File: src/rtl/ctrl_pkg.sv
// Shared types for the ID/EX control stage: opcodes, control enums and the
// registered control bundle.
package ctrl_pkg;

    localparam logic [6:0] OP_LOAD   = 7'b0000011;
    localparam logic [6:0] OP_STORE  = 7'b0100011;
    localparam logic [6:0] OP_RTYPE  = 7'b0110011;
    localparam logic [6:0] OP_ITYPE  = 7'b0010011;
    localparam logic [6:0] OP_BRANCH = 7'b1100011;
    localparam logic [6:0] OP_JAL    = 7'b1101111;
    localparam logic [6:0] OP_JALR   = 7'b1100111;
    localparam logic [6:0] OP_LUI    = 7'b0110111;
    localparam logic [6:0] OP_AUIPC  = 7'b0010111;

    typedef enum logic [1:0] {
        RES_ALU = 2'b00,
        RES_MEM = 2'b01,
        RES_PC4 = 2'b10,
        RES_IMM = 2'b11
    } resultSrc_t;

    typedef enum logic [2:0] {
        IMM_I = 3'b000,
        IMM_S = 3'b001,
        IMM_B = 3'b010,
        IMM_J = 3'b011,
        IMM_U = 3'b100
    } immSrc_t;

    typedef enum logic [1:0] {
        ALU_ADD   = 2'b00,
        ALU_SUB   = 2'b01,
        ALU_FUNCT = 2'b10
    } aluOp_t;

    typedef struct packed {
        logic       reg_write;
        logic       mem_write;
        logic       mem_read;
        logic       branch;
        logic       jump;
        logic       jalr;
        logic       alu_src;
        logic       alu_src_a;
        resultSrc_t result_src;
        aluOp_t     alu_op;
        logic [2:0] funct3;
        logic       funct7b5;
        logic [4:0] rs1;
        logic [4:0] rs2;
        logic [4:0] rd;
    } ctrl_t;

endpackage

File: src/rtl/id_ex_ctrl_stage_if.sv
// ID-side inputs and EX-side control outputs of the control stage.
// valid_d / valid_e qualify their stage: when low, the rest of that stage is don't-care.
interface id_ex_ctrl_stage_if #(parameter int CNT_W = 8);

    logic [31:0]      instr_d;
    logic             valid_d;
    logic             flush_e;
    logic [2:0]       immSrc_d;
    logic             illegal_d;
    logic             stall_f;
    logic             stall_d;
    logic             regWrite_e;
    logic             memWrite_e;
    logic             memRead_e;
    logic             branch_e;
    logic             jump_e;
    logic             jalr_e;
    logic             ALUSrc_e;
    logic             ALUSrcA_e;
    logic [1:0]       resultSrc_e;
    logic [1:0]       ALUOp_e;
    logic [2:0]       funct3_e;
    logic             funct7b5_e;
    logic [4:0]       rs1_e;
    logic [4:0]       rs2_e;
    logic [4:0]       rd_e;
    logic             valid_e;
    logic [CNT_W-1:0] illegal_cnt;

    modport master (
        output instr_d, valid_d, flush_e,
        input  immSrc_d, illegal_d, stall_f, stall_d,
        input  regWrite_e, memWrite_e, memRead_e, branch_e, jump_e, jalr_e,
        input  ALUSrc_e, ALUSrcA_e, resultSrc_e, ALUOp_e, funct3_e, funct7b5_e,
        input  rs1_e, rs2_e, rd_e, valid_e, illegal_cnt
    );

    modport slave (
        input  instr_d, valid_d, flush_e,
        output immSrc_d, illegal_d, stall_f, stall_d,
        output regWrite_e, memWrite_e, memRead_e, branch_e, jump_e, jalr_e,
        output ALUSrc_e, ALUSrcA_e, resultSrc_e, ALUOp_e, funct3_e, funct7b5_e,
        output rs1_e, rs2_e, rd_e, valid_e, illegal_cnt
    );

endinterface

File: src/rtl/op_decoder.sv
// Combinational opcode decode into the control bundle, extend select and
// register-use flags for the hazard check.
module op_decoder
    import ctrl_pkg::*;
#(
    parameter bit EN_JALR  = 1'b1,
    parameter bit EN_UPPER = 1'b1
) (
    input  logic [31:0] instr,
    input  logic        valid,
    output ctrl_t       ctrl,
    output immSrc_t     imm_src,
    output logic        illegal,
    output logic        uses_rs1,
    output logic        uses_rs2
);

    logic supported;
    logic unused_bits;

    assign unused_bits = ^{instr[31], instr[29:25]};

    always_comb begin
        ctrl      = '0;
        imm_src   = IMM_I;
        supported = 1'b0;
        uses_rs1  = 1'b0;
        uses_rs2  = 1'b0;
        unique case (instr[6:0])
            OP_LOAD: begin
                supported       = 1'b1;
                uses_rs1        = 1'b1;
                ctrl.reg_write  = 1'b1;
                ctrl.mem_read   = 1'b1;
                ctrl.alu_src    = 1'b1;
                ctrl.result_src = RES_MEM;
            end
            OP_STORE: begin
                supported      = 1'b1;
                uses_rs1       = 1'b1;
                uses_rs2       = 1'b1;
                ctrl.mem_write = 1'b1;
                ctrl.alu_src   = 1'b1;
                imm_src        = IMM_S;
            end
            OP_RTYPE: begin
                supported      = 1'b1;
                uses_rs1       = 1'b1;
                uses_rs2       = 1'b1;
                ctrl.reg_write = 1'b1;
                ctrl.alu_op    = ALU_FUNCT;
            end
            OP_ITYPE: begin
                supported      = 1'b1;
                uses_rs1       = 1'b1;
                ctrl.reg_write = 1'b1;
                ctrl.alu_src   = 1'b1;
                ctrl.alu_op    = ALU_FUNCT;
            end
            OP_BRANCH: begin
                supported   = 1'b1;
                uses_rs1    = 1'b1;
                uses_rs2    = 1'b1;
                ctrl.branch = 1'b1;
                ctrl.alu_op = ALU_SUB;
                imm_src     = IMM_B;
            end
            OP_JAL: begin
                supported       = 1'b1;
                ctrl.reg_write  = 1'b1;
                ctrl.jump       = 1'b1;
                ctrl.result_src = RES_PC4;
                imm_src         = IMM_J;
            end
            OP_JALR: if (EN_JALR) begin
                supported       = 1'b1;
                uses_rs1        = 1'b1;
                ctrl.reg_write  = 1'b1;
                ctrl.jalr       = 1'b1;
                ctrl.alu_src    = 1'b1;
                ctrl.result_src = RES_PC4;
            end
            OP_LUI: if (EN_UPPER) begin
                supported       = 1'b1;
                ctrl.reg_write  = 1'b1;
                ctrl.result_src = RES_IMM;
                imm_src         = IMM_U;
            end
            OP_AUIPC: if (EN_UPPER) begin
                supported      = 1'b1;
                ctrl.reg_write = 1'b1;
                ctrl.alu_src_a = 1'b1;
                ctrl.alu_src   = 1'b1;
                imm_src        = IMM_U;
            end
            default: ;
        endcase
        // Fields ride along only for real instructions so an illegal one leaves EX all-zero.
        if (supported) begin
            ctrl.funct3   = instr[14:12];
            ctrl.funct7b5 = instr[30];
            ctrl.rs1      = instr[19:15];
            ctrl.rs2      = instr[24:20];
            ctrl.rd       = instr[11:7];
        end
    end

    assign illegal = valid & ~supported;

endmodule

File: src/rtl/id_ex_ctrl_stage.sv
// ID/EX control stage: decode, load-use hazard detection, bubble insertion
// and a saturating illegal-instruction counter.
module id_ex_ctrl_stage
    import ctrl_pkg::*;
#(
    parameter bit EN_JALR  = 1'b1,
    parameter bit EN_UPPER = 1'b1,
    parameter int CNT_W    = 8
) (
    input  logic                clk,
    input  logic                reset,
    id_ex_ctrl_stage_if.slave   bus
);

    ctrl_t            dec_ctrl;
    immSrc_t          dec_imm_src;
    logic             dec_illegal;
    logic             uses_rs1;
    logic             uses_rs2;
    logic             hazard;

    ctrl_t            ctrl_e_d,      ctrl_e_q;
    logic             valid_e_d,     valid_e_q;
    logic [CNT_W-1:0] illegal_cnt_d, illegal_cnt_q;

    op_decoder #(
        .EN_JALR  (EN_JALR),
        .EN_UPPER (EN_UPPER)
    ) u_dec (
        .instr    (bus.instr_d),
        .valid    (bus.valid_d),
        .ctrl     (dec_ctrl),
        .imm_src  (dec_imm_src),
        .illegal  (dec_illegal),
        .uses_rs1 (uses_rs1),
        .uses_rs2 (uses_rs2)
    );

    assign hazard = valid_e_q & ctrl_e_q.mem_read & (ctrl_e_q.rd != 5'd0) & bus.valid_d &
                    ((uses_rs1 & (bus.instr_d[19:15] == ctrl_e_q.rd)) |
                     (uses_rs2 & (bus.instr_d[24:20] == ctrl_e_q.rd)));

    always_comb begin
        ctrl_e_d      = dec_ctrl;
        valid_e_d     = bus.valid_d & ~dec_illegal;
        illegal_cnt_d = illegal_cnt_q;
        if (bus.flush_e | hazard) begin
            ctrl_e_d  = '0;
            valid_e_d = 1'b0;
        end else if (dec_illegal && illegal_cnt_q != {CNT_W{1'b1}}) begin
            illegal_cnt_d = illegal_cnt_q + 1'b1;
        end
    end

    always_ff @(posedge clk or posedge reset) begin
        if (reset) begin
            ctrl_e_q      <= '0;
            valid_e_q     <= 1'b0;
            illegal_cnt_q <= '0;
        end else begin
            ctrl_e_q      <= ctrl_e_d;
            valid_e_q     <= valid_e_d;
            illegal_cnt_q <= illegal_cnt_d;
        end
    end

    // A flush squashes ID anyway, so holding the front end would only waste a cycle.
    assign bus.stall_f     = hazard & ~bus.flush_e;
    assign bus.stall_d     = hazard & ~bus.flush_e;
    assign bus.immSrc_d    = dec_imm_src;
    assign bus.illegal_d   = dec_illegal;

    assign bus.regWrite_e  = ctrl_e_q.reg_write;
    assign bus.memWrite_e  = ctrl_e_q.mem_write;
    assign bus.memRead_e   = ctrl_e_q.mem_read;
    assign bus.branch_e    = ctrl_e_q.branch;
    assign bus.jump_e      = ctrl_e_q.jump;
    assign bus.jalr_e      = ctrl_e_q.jalr;
    assign bus.ALUSrc_e    = ctrl_e_q.alu_src;
    assign bus.ALUSrcA_e   = ctrl_e_q.alu_src_a;
    assign bus.resultSrc_e = ctrl_e_q.result_src;
    assign bus.ALUOp_e     = ctrl_e_q.alu_op;
    assign bus.funct3_e    = ctrl_e_q.funct3;
    assign bus.funct7b5_e  = ctrl_e_q.funct7b5;
    assign bus.rs1_e       = ctrl_e_q.rs1;
    assign bus.rs2_e       = ctrl_e_q.rs2;
    assign bus.rd_e        = ctrl_e_q.rd;
    assign bus.valid_e     = valid_e_q;
    assign bus.illegal_cnt = illegal_cnt_q;

endmodule

File: src/flat_wrapper.sv
// flat-port wrapper written by rule: the top's interface ports become plain ports
module id_ex_ctrl_stage_flat import ctrl_pkg::*;
#(
    parameter bit EN_JALR  = 1'b1,
    parameter bit EN_UPPER = 1'b1,
    parameter int CNT_W    = 8
)
  (clk, reset, bus_instr_d, bus_valid_d, bus_flush_e, bus_immSrc_d, bus_illegal_d, bus_stall_f, bus_stall_d, bus_regWrite_e, bus_memWrite_e, bus_memRead_e, bus_branch_e, bus_jump_e, bus_jalr_e, bus_ALUSrc_e, bus_ALUSrcA_e, bus_resultSrc_e, bus_ALUOp_e, bus_funct3_e, bus_funct7b5_e, bus_rs1_e, bus_rs2_e, bus_rd_e, bus_valid_e, bus_illegal_cnt);
  id_ex_ctrl_stage_if #(.CNT_W(CNT_W)) bus_i ();
  input  logic clk;
  input  logic reset;
  input wire logic [$bits(bus_i.instr_d)-1:0] bus_instr_d;
  input wire logic [$bits(bus_i.valid_d)-1:0] bus_valid_d;
  input wire logic [$bits(bus_i.flush_e)-1:0] bus_flush_e;
  output wire logic [$bits(bus_i.immSrc_d)-1:0] bus_immSrc_d;
  output wire logic [$bits(bus_i.illegal_d)-1:0] bus_illegal_d;
  output wire logic [$bits(bus_i.stall_f)-1:0] bus_stall_f;
  output wire logic [$bits(bus_i.stall_d)-1:0] bus_stall_d;
  output wire logic [$bits(bus_i.regWrite_e)-1:0] bus_regWrite_e;
  output wire logic [$bits(bus_i.memWrite_e)-1:0] bus_memWrite_e;
  output wire logic [$bits(bus_i.memRead_e)-1:0] bus_memRead_e;
  output wire logic [$bits(bus_i.branch_e)-1:0] bus_branch_e;
  output wire logic [$bits(bus_i.jump_e)-1:0] bus_jump_e;
  output wire logic [$bits(bus_i.jalr_e)-1:0] bus_jalr_e;
  output wire logic [$bits(bus_i.ALUSrc_e)-1:0] bus_ALUSrc_e;
  output wire logic [$bits(bus_i.ALUSrcA_e)-1:0] bus_ALUSrcA_e;
  output wire logic [$bits(bus_i.resultSrc_e)-1:0] bus_resultSrc_e;
  output wire logic [$bits(bus_i.ALUOp_e)-1:0] bus_ALUOp_e;
  output wire logic [$bits(bus_i.funct3_e)-1:0] bus_funct3_e;
  output wire logic [$bits(bus_i.funct7b5_e)-1:0] bus_funct7b5_e;
  output wire logic [$bits(bus_i.rs1_e)-1:0] bus_rs1_e;
  output wire logic [$bits(bus_i.rs2_e)-1:0] bus_rs2_e;
  output wire logic [$bits(bus_i.rd_e)-1:0] bus_rd_e;
  output wire logic [$bits(bus_i.valid_e)-1:0] bus_valid_e;
  output wire logic [$bits(bus_i.illegal_cnt)-1:0] bus_illegal_cnt;
  assign bus_i.instr_d = bus_instr_d;
  assign bus_i.valid_d = bus_valid_d;
  assign bus_i.flush_e = bus_flush_e;
  assign bus_immSrc_d = bus_i.immSrc_d;
  assign bus_illegal_d = bus_i.illegal_d;
  assign bus_stall_f = bus_i.stall_f;
  assign bus_stall_d = bus_i.stall_d;
  assign bus_regWrite_e = bus_i.regWrite_e;
  assign bus_memWrite_e = bus_i.memWrite_e;
  assign bus_memRead_e = bus_i.memRead_e;
  assign bus_branch_e = bus_i.branch_e;
  assign bus_jump_e = bus_i.jump_e;
  assign bus_jalr_e = bus_i.jalr_e;
  assign bus_ALUSrc_e = bus_i.ALUSrc_e;
  assign bus_ALUSrcA_e = bus_i.ALUSrcA_e;
  assign bus_resultSrc_e = bus_i.resultSrc_e;
  assign bus_ALUOp_e = bus_i.ALUOp_e;
  assign bus_funct3_e = bus_i.funct3_e;
  assign bus_funct7b5_e = bus_i.funct7b5_e;
  assign bus_rs1_e = bus_i.rs1_e;
  assign bus_rs2_e = bus_i.rs2_e;
  assign bus_rd_e = bus_i.rd_e;
  assign bus_valid_e = bus_i.valid_e;
  assign bus_illegal_cnt = bus_i.illegal_cnt;
  id_ex_ctrl_stage #(.EN_JALR(EN_JALR), .EN_UPPER(EN_UPPER), .CNT_W(CNT_W)) u_core (.clk(clk), .reset(reset), .bus(bus_i));
endmodule
File: config.mk
export PLATFORM = sky130hd
export DESIGN_NAME = id_ex_ctrl_stage_flat
export DESIGN_NICKNAME = d
export VERILOG_FILES = /design/src/rtl/ctrl_pkg.sv /design/src/rtl/id_ex_ctrl_stage_if.sv /design/src/rtl/op_decoder.sv /design/src/rtl/id_ex_ctrl_stage.sv /design/src/flat_wrapper.sv
export SDC_FILE = /design/constraint.sdc
export NUM_CORES = 1
export LEC_CHECK = 0
export BUFFER_PORTS_ARGS = -buffer_cell sky130_fd_sc_hd__buf_2
export CAP_MARGIN = 10
export CORE_ASPECT_RATIO = 1.75
export CORE_MARGIN = 5
export CORE_UTILIZATION = 51
export CTS_CLUSTER_DIAMETER = 60
export CTS_CLUSTER_SIZE = 30
export DETAILED_ROUTE_END_ITERATION = 6
export GPL_TIMING_DRIVEN = 0
export PLACE_DENSITY = 0.91
export SYNTH_ARGS = -nofsm -noshare
export SYNTH_HDL_FRONTEND = slang
export SYNTH_SLANG_ARGS = --single-unit
File: constraint.sdc
create_clock -name clk -period 4.1 [get_ports clk]
set_input_delay 1.025 -clock clk [delete_from_list [all_inputs] [get_ports clk]]
set_output_delay 1.025 -clock clk [all_outputs]
set_load 0.01 [all_outputs]
Word level (Yosys, flattened, before mapping):

Cells that the tools add are included.

* add/sub/neg operators: 1
* equal/unequal tests: 12
* multiplexer cells: 17
* bitwise operators: 15
* reduce and logical (&&, ||, !) cells: 11

Operators with widths (number)
* $mux 31: 1
* $eq 7x6->1 const B: 3
* $eq 7x7->1 const B: 3
* $mux 19: 1
* $eq 7x5->1 const B: 2
* $mux 1: 12
* $pmux 3 s4: 1
* $eq 5x5->1: 2
* $and 1x1->1: 9
* $reduce_or 9->1: 1
* $add 8x1->8 const B: 1
* $ne 8x8->1 const B: 1
* $eq 7x2->1 const B: 1
* $reduce_or 7->1: 1
* $pmux 2 s3: 1
* $reduce_or 2->1: 3
* $reduce_or 6->1: 1
* $reduce_bool 5->1: 1
* $reduce_or 5->1: 1
* $not 1->1: 4
* $pmux 2 s2: 1
* $reduce_or 3->1: 1
* $or 1x1->1: 2
* $reduce_and 2->1: 1
* $logic_and 1x1->1: 1

* bits in registers: 40
* input port bits: 36
* word-level logic and storage cells: 73

Depth between registers and ports, before layout:

* word-level depth: 9
* mapped depth: 8
* depth with buffers taken out: 6

Cells and area by module:

Synthesis repeated with hierarchy kept, for this count alone.

* cells, all modules: 193
* area total of the unflattened synthesis: 2189.6 um^2

Modules (own cells, without submodules)
* id_ex_ctrl_stage: times used 1, cells each 127, area an instance 1657.8 um^2, seq. area each 1001.0 um^2
* op_decoder: times used 1, cells each 66, area an instance 531.8 um^2, seq. area each 0.0 um^2

Worst setup path before layout:

OpenSTA, ideal clock, no wires.

* kind: input to output
* start: input port bus_instr_d[5]
* end: output port bus_stall_f
* data arrival time: 2515 ps
* data required time: 3075 ps
* path slack: 560 ps
* stages on the path: 8
* path through: buf_2 > inv_1 > a2111oi_4 > nand2_2 > a2111oi_4 > buf_6 > and2b_1 > buf_4

* word-level cells in the longest chain between the ends: 7
* elaborated cells between the ends (all ways): 15
* those cells by class: eq/ne (6); mux (2); bitwise (5); reduce/logical (2)

Ends and longest elaborated chain
* start: declaration: line flat_wrapper.sv:12 `input wire logic [$bits(bus_i.instr_d)-1:0] bus_instr_d;`
* $eq 7x7->1, or another cell as far along: line op_decoder.sv:29 `unique case (instr[6:0])`
* $reduce_or 6->1 (no line) / $reduce_or 3->1 (equally long branches)
* $mux 1 (on tied branches)
* $and 1x1->1 (on tied branches): line id_ex_ctrl_stage.sv:40, id_ex_ctrl_stage.sv:41
* $or 1x1->1 *: line id_ex_ctrl_stage.sv:40 `((uses_rs1 & (bus.instr_d[19:15] == ctrl_e_q.rd)) |`
* $and 1x1->1 *: line id_ex_ctrl_stage.sv:39 `assign hazard = valid_e_q & ctrl_e_q.mem_read & (ctrl_e_q.rd != 5'd0) & bus.valid_d &`
* $and 1x1->1 *
* end: declaration: line flat_wrapper.sv:17 `output wire logic [$bits(bus_i.stall_f)-1:0] bus_stall_f;`

Every way passes the cells marked *; elsewhere a longest branch is shown, timed or not.

Final worst setup path:

* start: input port bus_instr_d[23]
* end: output port bus_stall_f

* word-level cells in the longest chain between the ends: 5

Ends and longest elaborated chain
* $eq 5x5->1: line id_ex_ctrl_stage.sv:41 `(uses_rs2 & (bus.instr_d[24:20] == ctrl_e_q.rd)));`
* $and 1x1->1: line id_ex_ctrl_stage.sv:41
* $or 1x1->1: line id_ex_ctrl_stage.sv:40
* $and 1x1->1: line id_ex_ctrl_stage.sv:39
* $and 1x1->1: line id_ex_ctrl_stage.sv:68 `assign bus.stall_f = hazard & ~bus.flush_e;`

No other way between the ends.

==> qor.yml <==
status:
  status: "finished, final reports clean"
finish:
  area_growth_pct: 26.57
  fin_cells: 293
  drive_gt1_share_pct: 36.84
  antenna-diode-count: 0
  final_nets: 283
placed_design:
  portBuffers: 73
  dp_hpwl_um: 3497
  placed_cells_incl_taps: 285
  place.gp.congestion: 0.8349
sta:
  rsz0062_at_grt: "no"
  holdWs_ps: 500.7
  worst_pin_slew_ps: 811.1
  setup_tns_ps: 0
  drv_slew: 0
  finalClockSkew_ps: 5.129
  setup-violations-final: 0
  fmax_mhz: 260.8
  slew_headroom_pct: 45.85
  fin_crit_ps: 3835
  min_period_over_period_pct: 93.53
  final_hold_viol_count: 0
global_route:
  grt_use_total_pct: 18.90
  grt_max_degree: 41
  grt_pass1_wl_um: 7734
  grt-ovfl-total: 0
  antenna_found_initial: 0
  grt_pass1_vias: 1645
hold_path:
  hold_class: "register to register"
  min_delay_path_depth: 1
setup_path:
  required_ps: 3070
  reg2regPathDepth: 5
  critPathKind: "primary input to primary output"
  worstPathArrival_ps: 2810
  start_kind: "primary input"
  crit_fanout: 10
  reg2reg_slack_ps: 1980
  endpoint_kind: "primary output"
clock_network:
  cts_buffers: 5
  post_cts_buffers: 0
  cts_resized: 0
  clockBufferDepth: 2
  clk_pin_slew_ps: 70
  clock-root-buffer: "clkbuf_8"
  cts_tree: "done"
  cts-htree-levels: 2
  clk_latency_ps: 280
  cts.sinks: 40
  hold_buffers: 0
routing:
  post-route-drc-count: 0
  postRouteAntennaNets: 0
  vias_per_cell: 5.556
  vias: 1628
  drtIter0Drc: 34
  wirelength_um: 4625
  drtPass1Iterations: 4
  wl_per_cell_um: 15.78
yosys:
  syn_inst: 166
  synth_top_cell_by_area: "dfrtp_1"
  yosysWarningCount: 0
  syn_avg_cell_area_um2: 11.63
  ys_top_cells_by_area: "dfrtp_1 52%, nor4bb_1 9.9%, xor2_1 4.5%"
  syn-num-nets: 203
  yosysUniqueCellTypes: 36
  synth_area_um2: 1931
  synth-seq-cells: 40
  seq_area_frac_synth_pct: 51.85
  yosysTopAreaCellShare_pct: 51.85
floorplanning:
  io_pins: 82
  core_um2: 3628
  initial_utilization_pct: 53.21
  num_rows: 29
  chipHeight_um: 91.39
  fp.dieW_um: 56.51
  die-area_um2: 5164
flow_run:
  maxCapViolCount: 0
power_and_ir_drop:
  ir_worst_vdd_uv: 312.8
  powerDensity_nw_per_um2: 358.2
  leakage_nw: 1.264
==> layer usage <==
layer  track usage, %  part of all wire, %
met3            4.681                  6.6
met1            19.91                   34
met5                0                    0
met2            33.20                   55
met4            10.89                  4.0
==> path summary, 6_finish.rpt <==
check | to | from
max in group asynchronous | u_core.bus.ALUOp_e[0]$_DFF_PP0_ | reset
setup reg to reg | u_core.bus.regWrite_e$_DFF_PP0_ | u_core.bus.rd_e[0]$_DFF_PP0_
setup / recovery | bus_stall_f | bus_instr_d[23]
hold reg to reg | u_core.bus.illegal_cnt[5]$_DFFE_PP0P_ | u_core.bus.illegal_cnt[5]$_DFFE_PP0P_
min in group asynchronous | u_core.bus.rd_e[4]$_DFF_PP0_ | reset
hold / removal | u_core.bus.illegal_cnt[5]$_DFFE_PP0P_ | u_core.bus.illegal_cnt[5]$_DFFE_PP0P_
==> power by group <==
part           leakage (nW)  internal [mW]  switching (mW)
clock                0.0455          0.137           0.119
sequential            0.548          0.424          0.0344
combinational         0.670         0.0728          0.0878
==> cell families after synthesis <==
kind of cell             share of synthesized area, %
AO/OA/AOI/OAI                                   7.777
XOR/XNOR                                        8.166
adder cells (fa/ha/maj)                        0.6480
buffers and inverters                           4.795
flip-flops                                      51.85
multiplexers                                   0.5832
AND/OR/NAND/NOR                                 26.18
==> worst max-delay path: stages <==
cell and delay [ps]:
buf_2 110, xor2_1 130, nor4_1 440, nand2_2 120, a2111oi_4 430, buf_6 200, and2b_1 140, buf_4 90
buf_2 110
==> placed cells by master (no fill, tap or decap), types with 2 or more instances in the layout <==
cell type | netlist | routed
and3_1 | 4 | 4
xnor2_1 | 8 | 8
a21oi_1 | 2 | 2
nor4_1 | 3 | 3
a2111oi_0 | 3 | 3
nand3_1 | 7 | 7
nor2b_1 | 4 | 4
nor3_1 | 4 | 4
dfrtp_1 | 40 | 40
buf_4 | 2 | 2
clkbuf_8 | 0 | 6
inv_1 | 4 | 3
nor2_1 | 11 | 11
or4_1 | 2 | 2
buf_6 | 2 | 2
o21ai_0 | 2 | 2
xor2_1 | 10 | 10
nand2_1 | 4 | 4
nor4b_1 | 3 | 3
nand4_1 | 5 | 5
a2111oi_4 | 3 | 3
or3_1 | 2 | 2
buf_2 | 2 | 75
clkbuf_1 | 8 | 10
nor4bb_1 | 19 | 19
==> cell usage after synthesis <==
cell and count:
dfrtp_1 40, nand4_1 5, clkbuf_1 8, or2_2 1, nor4b_1 3, and2b_1 1
xnor2_1 8, o211ai_1 1, nand4b_1 1, nand3b_1 1, buf_6 2, mux2_1 1
a21oi_1 2, nand2_1 4, buf_4 2, or4_1 2, a211o_1 1, o21ai_0 2
buf_2 2, or3_1 2, a2111oi_0 3, nor3_1 4, nor3b_1 1, ha_1 1
inv_1 4, nor2b_1 4, and2_1 1, and3_1 4, o21ai_1 1, nor2_1 11
nand2_2 1, a2111oi_4 3, nand3_1 7, nor4_1 3, nor4bb_1 19, xor2_1 10
==> final cells by class <==
class | instances | area, um^2
flip-flops and latches | 40 | 1001
plain buffers | 14 | 77.57
clock buffers | 8 | 90.09
fillers | 299 | 1185
multi-input cells | 108 | 837.1
inverters | 4 | 15.01
well taps | 46 | 57.56
repair buffers | 73 | 365.4
==> stage by stage <==
step           area (um^2)  setup slack, ps  utilization, %  power (mW)
4_1_cts               2444            286.8           67.34      0.8883
3_3_place_gp          2354            310.6           64.86      0.6211
3_5_place_dp          2354            290.9           64.86      0.6271
6_report              2444            265.1           67.34      0.8754
2_1_floorplan         1931            560.0               -      0.5573
5_1_grt               2444            186.4           67.34      0.9288
==> registers in the layout (all words and copies together), names as in the netlist <==
signal / cells
u_core.bus.ALUOp_e: 2
u_core.bus.ALUSrcA_e: 1
u_core.bus.ALUSrc_e: 1
u_core.bus.branch_e: 1
u_core.bus.funct3_e: 3
u_core.bus.funct7b5_e: 1
u_core.bus.illegal_cnt: 8
u_core.bus.jalr_e: 1
u_core.bus.jump_e: 1
u_core.bus.memRead_e: 1
u_core.bus.memWrite_e: 1
u_core.bus.rd_e: 5
u_core.bus.regWrite_e: 1
u_core.bus.resultSrc_e: 2
u_core.bus.rs1_e: 5
u_core.bus.rs2_e: 5
u_core.bus.valid_e: 1
Power figures use the tool's default switching activity.
